$ cat config.mk
export PLATFORM = sky130hd
export DESIGN_NAME = cpu_bus_ctrl
export DESIGN_NICKNAME = d
export VERILOG_FILES = /design/src/rtl/cpu_bus_ctrl_pkg.sv /design/src/rtl/cpu_bus_ctrl_io_regs.sv /design/src/rtl/cpu_bus_ctrl.sv
export SDC_FILE = /design/constraint.sdc
export NUM_CORES = 1
export LEC_CHECK = 0
export ABC_AREA = 0
export CAP_MARGIN = 20
export CORE_MARGIN = 10
export CORE_UTILIZATION = 48
export CTS_CLUSTER_DIAMETER = 60
export DETAILED_ROUTE_END_ITERATION = 16
export GPL_TIMING_DRIVEN = 0
export HOLD_SLACK_MARGIN = 0.06
export PLACE_DENSITY = 0.81
export SLEW_MARGIN = 20
export SYNTH_ARGS = -nofsm -noshare
export SYNTH_HDL_FRONTEND = slang
export SYNTH_SLANG_ARGS = --single-unit
$ cat constraint.sdc
create_clock -name i_cpu_clk -period 2.4 [get_ports i_cpu_clk]
set_input_delay 0.48 -clock i_cpu_clk [delete_from_list [all_inputs] [get_ports i_cpu_clk]]
set_output_delay 0.48 -clock i_cpu_clk [all_outputs]
set_load 0.05 [all_outputs]
$ cat src/rtl/cpu_bus_ctrl_pkg.sv
// Shared constants for the CPU bus controller: I/O window map, ID, timeout pattern, FSM states.
// No logic; imported by the controller and its I/O register block.
package cpu_bus_ctrl_pkg;

    localparam logic [31:0] IO_BASE_DEF = 32'hFFFF_0000;

    localparam logic [7:0]  OFF_ID      = 8'h00;
    localparam logic [7:0]  OFF_SCRATCH = 8'h04;
    localparam logic [7:0]  OFF_LEDS    = 8'h08;
    localparam logic [7:0]  OFF_CYCLES  = 8'h0C;
    localparam logic [7:0]  OFF_STATUS  = 8'h10;

    localparam logic [31:0] ID_VAL      = 32'h6583_2001;
    localparam logic [31:0] TMO_PATTERN = 32'hDEAD_BEEF;

    typedef enum logic [1:0] {
        ST_IDLE    = 2'd0,
        ST_IO      = 2'd1,
        ST_EXT     = 2'd2,
        ST_RELEASE = 2'd3
    } bus_state_e;

endpackage

$ cat src/rtl/cpu_bus_ctrl_io_regs.sv
// Local I/O register window: ID, SCRATCH, LEDS, free-running CYCLES, sticky STATUS error.
// Latency: combinational read of current (pre-write) values; writes land on the strobe edge.
// Backpressure: none, every access completes in one cycle.
module bus_io_regs
    import cpu_bus_ctrl_pkg::*;
#(
    parameter int DATA_W = 32
) (
    input  logic              i_clk,
    input  logic              i_rst,
    input  logic              i_wr_en,
    input  logic [7:0]        i_offset,
    input  logic [DATA_W-1:0] i_wdata,
    input  logic              i_set_err,
    output logic [DATA_W-1:0] o_rdata,
    output logic [7:0]        o_leds,
    output logic              o_err
);

    logic [DATA_W-1:0] scratch_q, scratch_d;
    logic [7:0]        leds_q, leds_d;
    logic [31:0]       cycles_q, cycles_d;
    logic              err_q, err_d;

    always_comb begin
        scratch_d = scratch_q;
        leds_d    = leds_q;
        cycles_d  = cycles_q + 32'd1;
        err_d     = err_q;
        if (i_wr_en) begin
            case (i_offset)
                OFF_SCRATCH: scratch_d = i_wdata;
                OFF_LEDS:    leds_d    = i_wdata[7:0];
                OFF_CYCLES:  cycles_d  = 32'd0;
                OFF_STATUS:  if (i_wdata[0]) err_d = 1'b0;
                default:     ;
            endcase
        end
        // A timeout landing with a STATUS clear must not be lost.
        if (i_set_err) err_d = 1'b1;
    end

    always_comb begin
        o_rdata = '0;
        case (i_offset)
            OFF_ID:      o_rdata = DATA_W'(ID_VAL);
            OFF_SCRATCH: o_rdata = scratch_q;
            OFF_LEDS:    o_rdata = DATA_W'(leds_q);
            OFF_CYCLES:  o_rdata = DATA_W'(cycles_q);
            OFF_STATUS:  o_rdata = DATA_W'(err_q);
            default:     o_rdata = '0;
        endcase
    end

    always_ff @(posedge i_clk) begin
        if (i_rst) begin
            scratch_q <= '0;
            leds_q    <= '0;
            cycles_q  <= '0;
            err_q     <= 1'b0;
        end else begin
            scratch_q <= scratch_d;
            leds_q    <= leds_d;
            cycles_q  <= cycles_d;
            err_q     <= err_d;
        end
    end

    assign o_leds = leds_q;
    assign o_err  = err_q;

endmodule

$ cat src/rtl/cpu_bus_ctrl.sv
// CPU bus controller: serves the I/O window locally, forwards other addresses to the ext req/ack port.
// Latency: I/O ready 2 edges after req is sampled; ext ready 1 edge after ack, else DEADBEEF after TIMEOUT.
// Backpressure: one transaction at a time; a held req is not re-accepted until it drops.
module cpu_bus_ctrl
    import cpu_bus_ctrl_pkg::*;
#(
    parameter int                   DATA_W  = 32,
    parameter int                   ADDR_W  = 32,
    parameter logic [ADDR_W-1:0]    IO_BASE = ADDR_W'(IO_BASE_DEF),
    parameter int unsigned          TIMEOUT = 255
) (
    input  logic              i_cpu_clk,
    input  logic              i_rst,
    input  logic              i_bus_req,
    input  logic              i_bus_we,
    input  logic [ADDR_W-1:0] i_bus_addr,
    input  logic [DATA_W-1:0] i_bus_wdata,
    output logic [DATA_W-1:0] o_bus_rdata,
    output logic              o_bus_data_ready,
    output logic              o_ext_req,
    output logic              o_ext_we,
    output logic [ADDR_W-1:0] o_ext_addr,
    output logic [DATA_W-1:0] o_ext_wdata,
    input  logic [DATA_W-1:0] i_ext_rdata,
    input  logic              i_ext_ack,
    output logic [7:0]        o_leds,
    output logic              o_bus_err
);

    localparam logic [15:0] TMO_LIMIT = 16'(TIMEOUT);

    bus_state_e        state_q, state_d;
    logic              we_q, we_d;
    logic [ADDR_W-1:0] addr_q, addr_d;
    logic [DATA_W-1:0] wdata_q, wdata_d;
    logic              ext_req_q, ext_req_d;
    logic              rdy_q, rdy_d;
    logic [DATA_W-1:0] rdata_q, rdata_d;
    logic [15:0]       tmo_cnt_q, tmo_cnt_d;

    logic              io_wr;
    logic              set_err;
    logic [DATA_W-1:0] io_rdata;

    always_comb begin
        state_d   = state_q;
        we_d      = we_q;
        addr_d    = addr_q;
        wdata_d   = wdata_q;
        ext_req_d = ext_req_q;
        tmo_cnt_d = tmo_cnt_q;
        rdy_d     = 1'b0;
        rdata_d   = '0;
        io_wr     = 1'b0;
        set_err   = 1'b0;
        case (state_q)
            ST_IDLE: begin
                if (i_bus_req) begin
                    we_d      = i_bus_we;
                    addr_d    = i_bus_addr;
                    wdata_d   = i_bus_wdata;
                    tmo_cnt_d = '0;
                    state_d   = (i_bus_addr[ADDR_W-1:8] == IO_BASE[ADDR_W-1:8]) ? ST_IO : ST_EXT;
                end
            end
            ST_IO: begin
                io_wr   = we_q;
                rdy_d   = 1'b1;
                rdata_d = io_rdata;
                state_d = ST_RELEASE;
            end
            ST_EXT: begin
                // Ack only counts once the request is visible on the port; it outranks a timeout.
                if (ext_req_q && i_ext_ack) begin
                    ext_req_d = 1'b0;
                    rdy_d     = 1'b1;
                    rdata_d   = we_q ? '0 : i_ext_rdata;
                    state_d   = ST_RELEASE;
                end else if (tmo_cnt_q == TMO_LIMIT) begin
                    ext_req_d = 1'b0;
                    rdy_d     = 1'b1;
                    rdata_d   = DATA_W'(TMO_PATTERN);
                    set_err   = 1'b1;
                    state_d   = ST_RELEASE;
                end else begin
                    ext_req_d = 1'b1;
                    tmo_cnt_d = tmo_cnt_q + 16'd1;
                end
            end
            ST_RELEASE: begin
                if (!i_bus_req) state_d = ST_IDLE;
            end
            default: state_d = ST_IDLE;
        endcase
    end

    always_ff @(posedge i_cpu_clk) begin
        if (i_rst) begin
            state_q   <= ST_IDLE;
            we_q      <= 1'b0;
            addr_q    <= '0;
            wdata_q   <= '0;
            ext_req_q <= 1'b0;
            tmo_cnt_q <= '0;
            rdy_q     <= 1'b0;
            rdata_q   <= '0;
        end else begin
            state_q   <= state_d;
            we_q      <= we_d;
            addr_q    <= addr_d;
            wdata_q   <= wdata_d;
            ext_req_q <= ext_req_d;
            tmo_cnt_q <= tmo_cnt_d;
            rdy_q     <= rdy_d;
            rdata_q   <= rdata_d;
        end
    end

    bus_io_regs #(
        .DATA_W (DATA_W)
    ) u_io_regs (
        .i_clk     (i_cpu_clk),
        .i_rst     (i_rst),
        .i_wr_en   (io_wr),
        .i_offset  (addr_q[7:0]),
        .i_wdata   (wdata_q),
        .i_set_err (set_err),
        .o_rdata   (io_rdata),
        .o_leds    (o_leds),
        .o_err     (o_bus_err)
    );

    assign o_bus_rdata      = rdata_q;
    assign o_bus_data_ready = rdy_q;
    assign o_ext_req        = ext_req_q;
    assign o_ext_we         = we_q;
    assign o_ext_addr       = addr_q;
    assign o_ext_wdata      = wdata_q;

endmodule

# Word-level counts from Yosys, hierarchy flattened
# Cells that the tools add are included.
[word_totals]
reg_bits = 190
out_inout_bits = 108
word_cells = 70
[classes]
addsub = 2
eq_ne = 14
n_mux = 29
n_reduce_logical = 13
[op_table]
columns = ["operator", "n"]
rows = [
  ["32-bit two-way mux", 5],
  ["32-bit one-hot mux with 5 select lines", 1],
  ["32-bit one-hot mux with 2 select lines", 1],
  ["16-bit two-way mux", 3],
  ["32-bit by 1-bit adder with 32-bit output, second input constant", 1],
  ["16-bit one-hot mux with 2 select lines", 1],
  ["24-bit equality test, second input constant", 1],
  ["16-bit by 1-bit adder with 16-bit output, second input constant", 1],
  ["16-bit by 8-bit equality test with 1-bit output, second input constant", 1],
  ["8-bit by 4-bit equality test with 1-bit output, second input constant", 2],
  ["1-bit two-way mux", 11],
  ["2-bit two-way mux", 5],
  ["8-bit by 3-bit equality test with 1-bit output, second input constant", 1],
  ["8-bit by 5-bit equality test with 1-bit output, second input constant", 1],
  ["8-bit zero test", 1],
  ["2-bit inequality test, second input constant", 4],
  ["2-bit one-hot mux with 4 select lines", 1],
  ["2-bit nonzero test", 4],
  ["2-bit AND reduction", 3],
  ["3-bit AND reduction", 2],
  ["2-bit equality test, second input constant", 2],
  ["4-bit AND reduction", 1],
  ["3-bit inequality test, second input constant", 1],
  ["2-bit by 1-bit equality test with 1-bit output, second input constant", 1],
  ["other kinds (3)", 3],
]

# Longest topological paths before layout
[logic_depth]
ltp_word = 6
depth_mapped = 10
ltp_nobuf = 7

# Hierarchy
# From an unflattened synthesis, not the netlist that was laid out.
[unflattened]
cells_unflattened = 978
area_unflattened_um2 = 8139.1
[by_module_without_submodules]
columns = ["module", "instances", "cells_each", "area_per_inst_um2"]
rows = [
  ["cpu_bus_ctrl", 1, 550, 4664.5],
  ["bus_io_regs", 1, 428, 3474.6],
]

# Worst setup path after synthesis
# No wires, ideal clock.
[synth_timing]
kind = "register -> register"
from = "register addr_q[3], in the netlist o_ext_addr[3]"
to = "register rdata_q[15], in the netlist o_bus_rdata[15]"
setup_time_ns = 0.132
arrival_ns = 2.186
required_ns = 2.268
slack_ns = 0.082
stages_incl_launch_ff = 7
period_less_slack_ns = 2.318
path_cell_list = "dfxtp_1 clkbuf_1 buf_2 clkbuf_1 mux2_2 a22oi_1 a21oi_1"
[synth_via]
elab_chain_cells = 3
[synth_rtl]
columns = ["element", "line", "source"]
rows = [
  ["start, declared", "cpu_bus_ctrl.sv:34", "logic [ADDR_W-1:0] addr_q, addr_d;"],
  ["start signal, assigned", "cpu_bus_ctrl.sv:110", "addr_q <= addr_d;"],
  ["8-bit by 5-bit equality test with 1-bit output (tied with other cells)", "cpu_bus_ctrl_io_regs.sv:45", "case (i_offset)"],
  ["32-bit one-hot mux with 5 select lines (*)", "cpu_bus_ctrl_io_regs.sv:45", ""],
  ["32-bit one-hot mux with 2 select lines (*)", "cpu_bus_ctrl.sv:56", "case (state_q)"],
  ["end signal, assigned", "cpu_bus_ctrl.sv:115", "rdata_q <= rdata_d;"],
  ["end, declared", "cpu_bus_ctrl.sv:38", "logic [DATA_W-1:0] rdata_q, rdata_d;"],
]
# Every way passes the cells marked *; elsewhere a longest branch is shown, timed or not.
# A chain may end at the register's enable or synchronous reset.

# Worst setup path in the final report
[layout_timing]
from = "register we_q, in the netlist o_ext_we"
to = "output port o_ext_we"
[layout_lines]
columns = ["element", "line", "source"]
rows = [
  ["start, declared", "cpu_bus_ctrl.sv:33", "logic we_q, we_d;"],
  ["start signal, assigned", "cpu_bus_ctrl.sv:109", "we_q <= we_d;"],
  ["end, declared", "cpu_bus_ctrl.sv:21", "output logic o_ext_we,"],
]
# No word-level cell between the ends.

==> metrics <==
Worst Setup EP=o_ext_we; HP Class=reg -> reg; Syn Std Cell Area=between 7000 and 8000 sq um; Core ar.=15,800 sq um; Design Power=roughly 9.5 mW; Seq cells post-synth=between 150 and 200; Unique masters post-synth=41; clock skew=between 8 and 9 ps; Synth area leader=dfxtp_1; final instance area=10,800 sq um; CP Class=reg -> out; final worst-path cycle share=between 90 and 100%; TNS Setup=0 ps; top_reg_cell synth=dfxtp_1; Critical Path Source Type=flop; First-pass DRT Iterations=5; clock-pin slew on the worst setup and hold paths=70 ps; Syn-to-layout area delta=39.6%; H-Tree Depth=4; synth warn=0; port bufs=a little over 200; critical path data required time=1920 ps; FMAX=about 430 MHz; ant diodes=0; Reg2Reg Depth=6; antenna violations before repair=0; average cell area after synthesis=8.29 sq um; IO Pins=209; grt total ovfl=0; first-pass GRT wire length=slightly below 40 mm; register area share after synthesis=about half; PD cells=~880 nW/um^2; Tot GR Track Use=between 20% and 30%; vias in the first global route=around 7,200; Yosys top cell area share=49.1%; clk_lat worst skew=roughly 440 ps; Filler cells=roughly 1,300; final setup fails=0; reg2reg end=state_q[1]; Routed Antenna Nets=0; Final GP Congestion=0.911; Max Root-Sink Buffers=2; CTS Hold Bufs=0; P_leak=slightly below 4 nW; DP Wirelength=19.2 mm; initial DRC count=490; die width=about 150 um; status=finished clean; worst rel slew slack=roughly 45%; WP data arrival=between 1500 and 2000 ps; Synth Instances=just over 900; Post-synth top cells=nand2_1 (228), dfxtp_1 (190), a21oi_1 (140); Max VDD drop=521 uV; Vias per Instance=roughly 5.4; Core Rows=46; wire per inst=around 18 um; Total Wirelength=25.1 mm; delay-heaviest family, CP=buffers and inverters; syn_nets=between 1,000 and 1,500; Critical Path Stages=1; Area contributors post-synth=dfxtp_1 (49%), nand2_1 (11%), a21oi_1 (9.0%); Clock Sinks=190; Buf/Inv on CP=1; total number of vias=~7,500; crit path cell chain=clkdlybuf4s50_1; Critical path origin=o_ext_we; critical path endpoint category=output port; TritonCTS buffer count=17; Place WS=-296 ps; RSZ-0062 raised after global routing=no; Hold Fails Final Rpt=0; Tmin final=2310 ps; Worst R2R Start=tmo_cnt_q[8]; max incr delay on CP=880 ps; Post-synth EDFFs=0; slowest stage cell, crit path=clkdlybuf4s50_1; most instantiated library cell after synthesis=nand2_1; CTS root buffer=clkbuf_16; final worst setup slack=a little over 90 ps; asr flop ratio synth=0%; max-slew violations=0; placed inst area=between 10,000 and 15,000 sq um; r2r setup slk=about 130 ps; largest net degree at the start of global routing=17; share of post-route cells with drive strength above 1=under 10%; Critical Path Fanout Max=8; nets=1,272; CTS tree=yes; maxcap violations=0; residual DRC count=0; die area=about 22,000 sq um; Slew @ Worst Pin=approximately 820 ps; Initial Util=between 40% and 50%; Die Height=roughly 150 um
## kinds of logic (layout without fill, tap and decap cells)
family	Yosys count	count (layout)	synth area share (%)
simple gates	397	397	22.7
flops	190	190	49.1
buf+inv	71	313	3.55
fa+ha+maj	7	7	1.13
compound gates	200	200	14.6
mux	35	35	4.91
xor+xnor	35	35	3.96
## per-layer routing
metal	part of all wire, %	vias to the layer above	GRT usage (%)
met3	7.7	31	7.37
met1	40	3561	25.8
li1	-	3658	-
met5	0	-	0
met4	2.0	0	7.33
met2	50	250	39.0
## power by group
group,total (mW),switching [mW],internal (mW)
logic,2.89,1.95,0.942
registers,3.61,0.208,3.40
clock network,3.03,1.23,1.80
total,9.53,3.39,6.15
## what timing repair did
action / in CTS / in global routing
resized for setup: 10 / 15
setup buffers: 0 / 3
pin swaps: 0 / 1
cloned: 0 / 0
setup endpoints to repair: 73 / 106
## worst min path at each step
stage	end	slack, ps	cells past startpoint	from
floorplan	u_io_regs.scratch_q[10]	430	2	u_io_regs.scratch_q[10]
global route	u_io_regs.scratch_q[24]	470	2	u_io_regs.scratch_q[24]
CTS	u_io_regs.scratch_q[6]	450	2	u_io_regs.scratch_q[6]
detailed placement	u_io_regs.scratch_q[6]	440	2	u_io_regs.scratch_q[6]
global placement	o_ext_addr[30]	440	2	o_ext_addr[30]
finish	u_io_regs.scratch_q[5]	450	2	u_io_regs.scratch_q[5]
## sequential cells by signal, indices dropped and copies added, names as in the netlist
| register | flops |
|---|---|
| tmo_cnt_q | 16 |
| u_io_regs.cycles_q | 32 |
| o_bus_data_ready | 1 |
| u_io_regs.o_err | 1 |
| u_io_regs.scratch_q | 32 |
| o_bus_rdata | 32 |
| o_ext_addr | 32 |
| u_io_regs.o_leds | 8 |
| o_ext_wdata | 32 |
| state_q | 2 |
| o_ext_we | 1 |
| o_ext_req | 1 |
## final cells by class
cell class	instances	area [sq um]	share of cell area, %
tap	216	270	2.50
sequential	190	3800	35.2
multi-input combinational	674	3710	34.3
clock buffer	19	453	4.19
timing repair buffer	210	2090	19.4
clock inverter	13	185	1.71
buffer	64	269	2.49
inverter	7	26.3	0.243
## per-stage QoR
stage | hold WS [ps] | util (%) | std cells
after detailed placement | 444 | 63.8 | 1358
after global routing | 474 | 68.3 | 1393
final | 454 | 68.3 | 1393
after global placement | 440 | 63.8 | 1358
after floorplan | 434 | - | 935
after CTS | 452 | 67.9 | 1390
## cell usage in the layout, fill, tap and decap left out, drive strengths merged, types with 4 or more instances in the layout
cell type      netlist  layout
mux2                24      24
or3                 11      11
a21oi              140     140
and2                 4       4
clkbuf              44      67
clkdlybuf4s50        0     207
nand2              228     228
ha                   7       7
a22o                 7       7
xnor2                9       9
or4                  4       4
a22oi               30      30
o21ai               11      11
clkinv               0       5
nand4               21      21
mux2i               11      11
nand3               23      23
buf                 20      19
and4                 5       5
a31oi                5       5
xor2                26      26
nor2                67      67
nor4                 4       4
and3                 7       7
nor3                 9       9
inv                  7       9
dfxtp              190     190
bufinv               0       4
(Power assumes the default switching activity.)
